==> src/rtl/sram_port_arbiter.sv <==
// Request/grant arbiter sharing one single-port tile SRAM bank between the SPI
// host path and the tile processor, with read-return routing and conflict counting.
module sram_port_arbiter #(
   parameter int ADDR_W         = 10,
   parameter int DATA_W         = 8,
   parameter int MAX_HOST_BURST = 4
) (
   input  logic              clk,
   input  logic              rst_n,
   input  logic              h_req,
   input  logic              h_we,
   input  logic [ADDR_W-1:0] h_addr,
   input  logic [DATA_W-1:0] h_wdata,
   output logic              h_gnt,
   output logic              h_rvalid,
   output logic [DATA_W-1:0] h_rdata,
   input  logic              t_req,
   input  logic              t_we,
   input  logic [ADDR_W-1:0] t_addr,
   input  logic [DATA_W-1:0] t_wdata,
   output logic              t_gnt,
   output logic              t_rvalid,
   output logic [DATA_W-1:0] t_rdata,
   output logic              m_ce,
   output logic              m_we,
   output logic [ADDR_W-1:0] m_addr,
   output logic [DATA_W-1:0] m_din,
   input  logic [DATA_W-1:0] m_dout,
   output logic [15:0]       conflict_cnt
);

   localparam logic [3:0] MAX_B = 4'(MAX_HOST_BURST);

   logic [3:0]        r_streak;
   logic [15:0]       r_conflict_cnt;
   logic              r_rd_vld_p1;
   logic              r_rd_host_p1;
   logic [ADDR_W-1:0] r_addr_hold;
   logic [DATA_W-1:0] r_din_hold;
   logic [DATA_W-1:0] r_h_rdata_hold;
   logic [DATA_W-1:0] r_t_rdata_hold;

   logic              w_both;
   logic              w_t_force;
   logic              w_h_gnt;
   logic              w_t_gnt;
   logic              w_any_gnt;
   logic              w_rd_gnt;

   function automatic logic [15:0] sat_inc16(input logic [15:0] v);
      return (v == 16'hFFFF) ? v : v + 16'd1;
   endfunction

   function automatic logic [3:0] sat_inc_streak(input logic [3:0] v);
      return (v >= MAX_B) ? MAX_B : v + 4'd1;
   endfunction

   // Stage p0: combinational grant; the bank sees no access while reset is held
   assign w_both    = h_req & t_req;
   assign w_t_force = (r_streak == MAX_B);
   assign w_h_gnt   = rst_n & h_req & ~(t_req & w_t_force);
   assign w_t_gnt   = rst_n & t_req & ~w_h_gnt;
   assign w_any_gnt = w_h_gnt | w_t_gnt;
   assign w_rd_gnt  = (w_h_gnt & ~h_we) | (w_t_gnt & ~t_we);

   assign h_gnt = w_h_gnt;
   assign t_gnt = w_t_gnt;
   assign m_ce  = w_any_gnt;
   assign m_we  = (w_h_gnt & h_we) | (w_t_gnt & t_we);

   always_comb begin
      m_addr = r_addr_hold;
      m_din  = r_din_hold;
      if (w_h_gnt) begin
         m_addr = h_addr;
         m_din  = h_wdata;
      end else if (w_t_gnt) begin
         m_addr = t_addr;
         m_din  = t_wdata;
      end
   end

   // Idle cycles keep the last granted address/data on the bus to avoid toggling
   always_ff @(posedge clk) begin
      if (w_any_gnt) begin
         r_addr_hold <= m_addr;
         r_din_hold  <= m_din;
      end
   end

   always_ff @(posedge clk or negedge rst_n) begin
      if (!rst_n) begin
         r_streak       <= 4'd0;
         r_conflict_cnt <= 16'd0;
      end else begin
         if (!t_req || w_t_gnt)
            r_streak <= 4'd0;
         else if (w_h_gnt)
            r_streak <= sat_inc_streak(r_streak);
         if (w_both)
            r_conflict_cnt <= sat_inc16(r_conflict_cnt);
      end
   end

   // Stage p1: read owner travels alongside the SRAM's one-cycle read latency
   always_ff @(posedge clk or negedge rst_n) begin
      if (!rst_n) begin
         r_rd_vld_p1  <= 1'b0;
         r_rd_host_p1 <= 1'b0;
      end else begin
         r_rd_vld_p1  <= w_rd_gnt;
         r_rd_host_p1 <= w_h_gnt;
      end
   end

   assign h_rvalid = r_rd_vld_p1 & r_rd_host_p1;
   assign t_rvalid = r_rd_vld_p1 & ~r_rd_host_p1;

   always_ff @(posedge clk or negedge rst_n) begin
      if (!rst_n) begin
         r_h_rdata_hold <= '0;
         r_t_rdata_hold <= '0;
      end else begin
         if (h_rvalid)
            r_h_rdata_hold <= m_dout;
         if (t_rvalid)
            r_t_rdata_hold <= m_dout;
      end
   end

   assign h_rdata      = h_rvalid ? m_dout : r_h_rdata_hold;
   assign t_rdata      = t_rvalid ? m_dout : r_t_rdata_hold;
   assign conflict_cnt = r_conflict_cnt;

endmodule

==> config.mk <==
export PLATFORM = sky130hd
export DESIGN_NAME = sram_port_arbiter
export DESIGN_NICKNAME = d
export VERILOG_FILES = /design/src/rtl/sram_port_arbiter.sv
export SDC_FILE = /design/constraint.sdc
export NUM_CORES = 1
export LEC_CHECK = 0
export CAP_MARGIN = 0
export CORE_MARGIN = 2
export CORE_UTILIZATION = 43
export DETAILED_ROUTE_END_ITERATION = 10
export PLACE_DENSITY = 0.87
export SLEW_MARGIN = 20
export SYNTH_ARGS = -nofsm -noshare
export SYNTH_HDL_FRONTEND = slang
export SYNTH_SLANG_ARGS = --single-unit
==> constraint.sdc <==
create_clock -name clk -period 2.3 [get_ports clk]
set_clock_uncertainty 0.1 [all_clocks]
set_input_delay 0.345 -clock clk [delete_from_list [all_inputs] [get_ports clk]]
set_output_delay 0.345 -clock clk [all_outputs]
set_load 0.1 [all_outputs]
==> implementation parameters <==
Parameter                              Value

Setup path
  Number of stages on the worst setup path    8
  Capture instance of the worst register-to-register path    r_addr_hold[0]
  Critical path's slowest cell    sky130_fd_sc_hd__dfrtp_1
  Path type of the worst setup path    reg2out
  Startpoint of the worst-slack reg-to-reg timing path    r_streak[1]
  Required time worst endpoint    1860 ps
  Delay of the slowest cell on the worst path    410 ps
  Most numerous cell on the critical path    sky130_fd_sc_hd__buf_12
  Arrival time of data at the critical path endpoint    1920 ps
  CP Capture Type    output port
  Ordered cell list for the critical path    inv_2 -> ha_4 -> nand4b_1 -> and3_4 -> buf_12 -> nand2_2 -> o21ai_4 -> buf_12
  Critical Path Fanout Max    8
  Register-to-Register Setup Slack    320 ps
  Worst setup path end    m_din[1]
  Kind of cell with the highest combined delay on the critical path    simple AND/OR/NAND/NOR gates
  Category of the worst setup path launch point    flip-flop
  Worst setup startpoint    r_streak[1]
  Worst r2r path cells    6
  Buffering stage count on the worst path with inverters included    3

STA
  Clock period minus worst slack    2370 ps
  Share of the clock period used by the worst path    103%
  Final Slew Violations    0
  Worst rel slew slack    66.5%
  Maximum clock rate    422 MHz
  Transition at the pin with the smallest max-transition slack    502 ps
  Unrepaired setup endpoints after global routing    yes
  Count of final hold-check violations    0
  Number of failing setup endpoints in the final timing report    19
  Setup slack of the critical path after layout    -67.8 ps

Clock network
  Root buffer selected by CTS    sky130_fd_sc_hd__clkbuf_8
  Clock transition time at the flip-flop clock pins of the worst setup and hold paths    100 ps
  Number of clock buffers inserted by TritonCTS    5
  Clock tree from TritonCTS    yes
  Longest Clk Path Bufs    2
  Number of sinks on the clock net    56
  Total of hold buffers inserted after clock tree synthesis    0
  Source-to-sink clock delay at the later pin of the worst-skew pair    310 ps
  Clock H-tree levels    2

Outcome
  Violations in the final reports    negative setup slack
  Run status    finished with violations

Routing
  Number of design rule violations left after detail routing    0
  DR WL/cell    18.5 microns
  1st-pass router iterations    4
  Antenna-violating nets left    0
  DRT iter0 DRCs    77
  Total wirelength of the detailed-routed design    7750 microns
  Vias post-DR    2,248
  Avg Vias per Cell    5.37

Floorplanning
  Die X-Extent    82.7 microns
  Total die area    6840 sq um
  Height of the die    82.7 microns
  Initial core utilization    44.7%
  Standard-cell row count    28
  Area of the placeable core    5960 sq um
  Total I/O pin count    106

Placed design
  Placed wire-length estimate after detailed placement    5380 microns
  Gp weighted congestion    0.832
  Placed cells    401
  Number of buffers added on ports    105

Final layout
  Fraction of final layout cells sized beyond drive strength 1    43.6%
  Number of inserted diodes    0
  Final design utilization    80.9%
  Post-route insts no fill    419
  Post-synthesis to final-layout area growth    81.0%
  Flip-flop and latch area    1490 sq um
  Fillers    330
  Net count of the finished layout    396
  Area taken by multi-input logic gates    1440 sq um

Logic synthesis
  Largest area contributor in the netlist    sky130_fd_sc_hd__dfrtp_1
  Area fraction of the dominant cell type after synthesis    35.7%
  Synthesized area per cell    12.0 sq um
  Number of storage elements in the synthesis netlist    56
  Yosys warning total    0
  Seq/Total Area, Yosys    56.0%
  Ranking of synthesized cells by area    sky130_fd_sc_hd__dfrtp_1 36%, sky130_fd_sc_hd__edfxtp_1 20%, sky130_fd_sc_hd__mux2i_1 6.8%
  Mapped Cells    221
  EDFF count, synth    18
  Cell variety after synth    38
  Share of synthesized flip-flops with an asynchronous set or reset    67.9%
  Flip-flop cell with the highest count after synthesis    sky130_fd_sc_hd__dfrtp_1
  Synthesized Nets    274
  Area of the mapped netlist    2660 sq um

Power and ir drop
  Leakage power of the design    0.00217 uW
  Worst supply voltage drop on vdd    1.16 mV
  Power density cells    909 nW/um^2
  Total chip power    4380 uW

Global routing
  Grt ovf    0
  First-pass GRT wire length    11,300 microns
  Via count of the first global-routing pass    2,262
  Global Route Usage Sum    21.9%
  Pin count of the biggest net entering global routing    42
  Initial antenna violation count    0

Job
  Number of max-cap violations    0

Min path
  Path type of the worst min-delay path    in2async
## worst min-delay path by stage
stage	startpoint	slack (ps)	end	cells past startpoint
after CTS	rst_n	80	conflict_cnt[3]	2
after global placement	conflict_cnt[15]	410	conflict_cnt[15]	1
after global routing	rst_n	110	conflict_cnt[3]	2
after detailed placement	conflict_cnt[7]	410	conflict_cnt[7]	1
final	rst_n	70	r_streak[0]	2
after floorplan	rst_n	-50	conflict_cnt[0]	0
## final cells by class
cell class,count,share of cell area [%]
Inverter,6,0.467
Multi-Input combinational cell,150,29.9
Clock buffer,7,2.02
Clock inverter,1,0.182
Timing Repair Buffer,124,34.5
Sequential cell,56,30.9
Tap cell,75,1.95
## report_power, final
group | internal, uW | switching, uW | total [uW]
combinational | 802 | 1650 | 2450
sequential | 1190 | 117 | 1310
clock | 286 | 335 | 621
total | 2280 | 2100 | 4380
## layout by cell type, fill, tap and decap left out, types with 5 or more instances in the layout
cell type and count:
sky130_fd_sc_hd__mux2_2 16, sky130_fd_sc_hd__buf_4 27, sky130_fd_sc_hd__nand2_4 10, sky130_fd_sc_hd__xor2_1 8, sky130_fd_sc_hd__clkdlybuf4s50_1 48, sky130_fd_sc_hd__buf_12 45, sky130_fd_sc_hd__nand4_1 6, sky130_fd_sc_hd__dfrtp_1 38
sky130_fd_sc_hd__nand2_2 9, sky130_fd_sc_hd__o21ai_4 18, sky130_fd_sc_hd__xnor2_1 5, sky130_fd_sc_hd__edfxtp_1 18, sky130_fd_sc_hd__nand2_1 10, sky130_fd_sc_hd__clkbuf_8 5, sky130_fd_sc_hd__nand3_1 6, sky130_fd_sc_hd__mux2i_1 18
## cells in the mapped netlist (2+ instances only)
cell type,instances
sky130_fd_sc_hd__mux2i_1,18
sky130_fd_sc_hd__dfrtp_1,38
sky130_fd_sc_hd__ha_1,3
sky130_fd_sc_hd__xnor2_1,5
sky130_fd_sc_hd__and4_1,2
sky130_fd_sc_hd__nor3_1,3
sky130_fd_sc_hd__a21oi_1,2
sky130_fd_sc_hd__o21ai_0,21
sky130_fd_sc_hd__buf_2,4
sky130_fd_sc_hd__nand2b_1,3
sky130_fd_sc_hd__a21boi_0,3
sky130_fd_sc_hd__nand4_1,6
sky130_fd_sc_hd__inv_1,6
sky130_fd_sc_hd__nand3_1,6
sky130_fd_sc_hd__and3_1,4
sky130_fd_sc_hd__mux2_2,16
sky130_fd_sc_hd__nand2_1,29
sky130_fd_sc_hd__nor2_1,4
sky130_fd_sc_hd__xor2_1,8
sky130_fd_sc_hd__clkbuf_1,5
sky130_fd_sc_hd__edfxtp_1,18
## routing by layer
metal,track usage (%),vias to the layer above,part of all wire [%]
li1,-,1043,-
met1,28.3,1113,40
met2,36.0,80,53
met3,4.57,12,5.3
met4,8.52,0,1.7
met5,0,-,0
## sequential cells by signal, indices dropped and copies added (netlist names)
register and flops:
r_addr_hold 10, r_t_rdata_hold 8, r_streak 4, r_rd_vld_p1 1
r_din_hold 8, conflict_cnt 16, r_rd_host_p1 1, r_h_rdata_hold 8
## repair_timing
item	CTS	global route
setup buffers	1	6
pin swaps	1	16
endpoints found under the setup margin	20	19
gates cloned	0	3
gates resized for setup	17	28
## kinds of logic after synthesis
| logic type | Yosys count | share of synthesized area (%) |
|---|---|---|
| compound gates | 31 | 6.86 |
| xor+xnor | 13 | 4.28 |
| flops | 56 | 56.0 |
| mux | 36 | 14.5 |
| simple gates | 67 | 14.6 |
| buf+inv | 15 | 2.30 |
| fa+ha+maj | 3 | 1.41 |
## stage by stage
step	cell area, sq um	setup slack (ps)	hold slack, ps	setup TNS [ps]
floorplan	2850	-236	-50.6	-2500
detailed placement	4410	11.4	410	0
global route	4820	-99.7	111	-1400
finish	4820	-67.8	65.8	-752
global placement	4410	43.5	410	0
CTS	4600	-11.4	81.7	-46.9
Note: power is estimated with default switching activity, not from simulation.
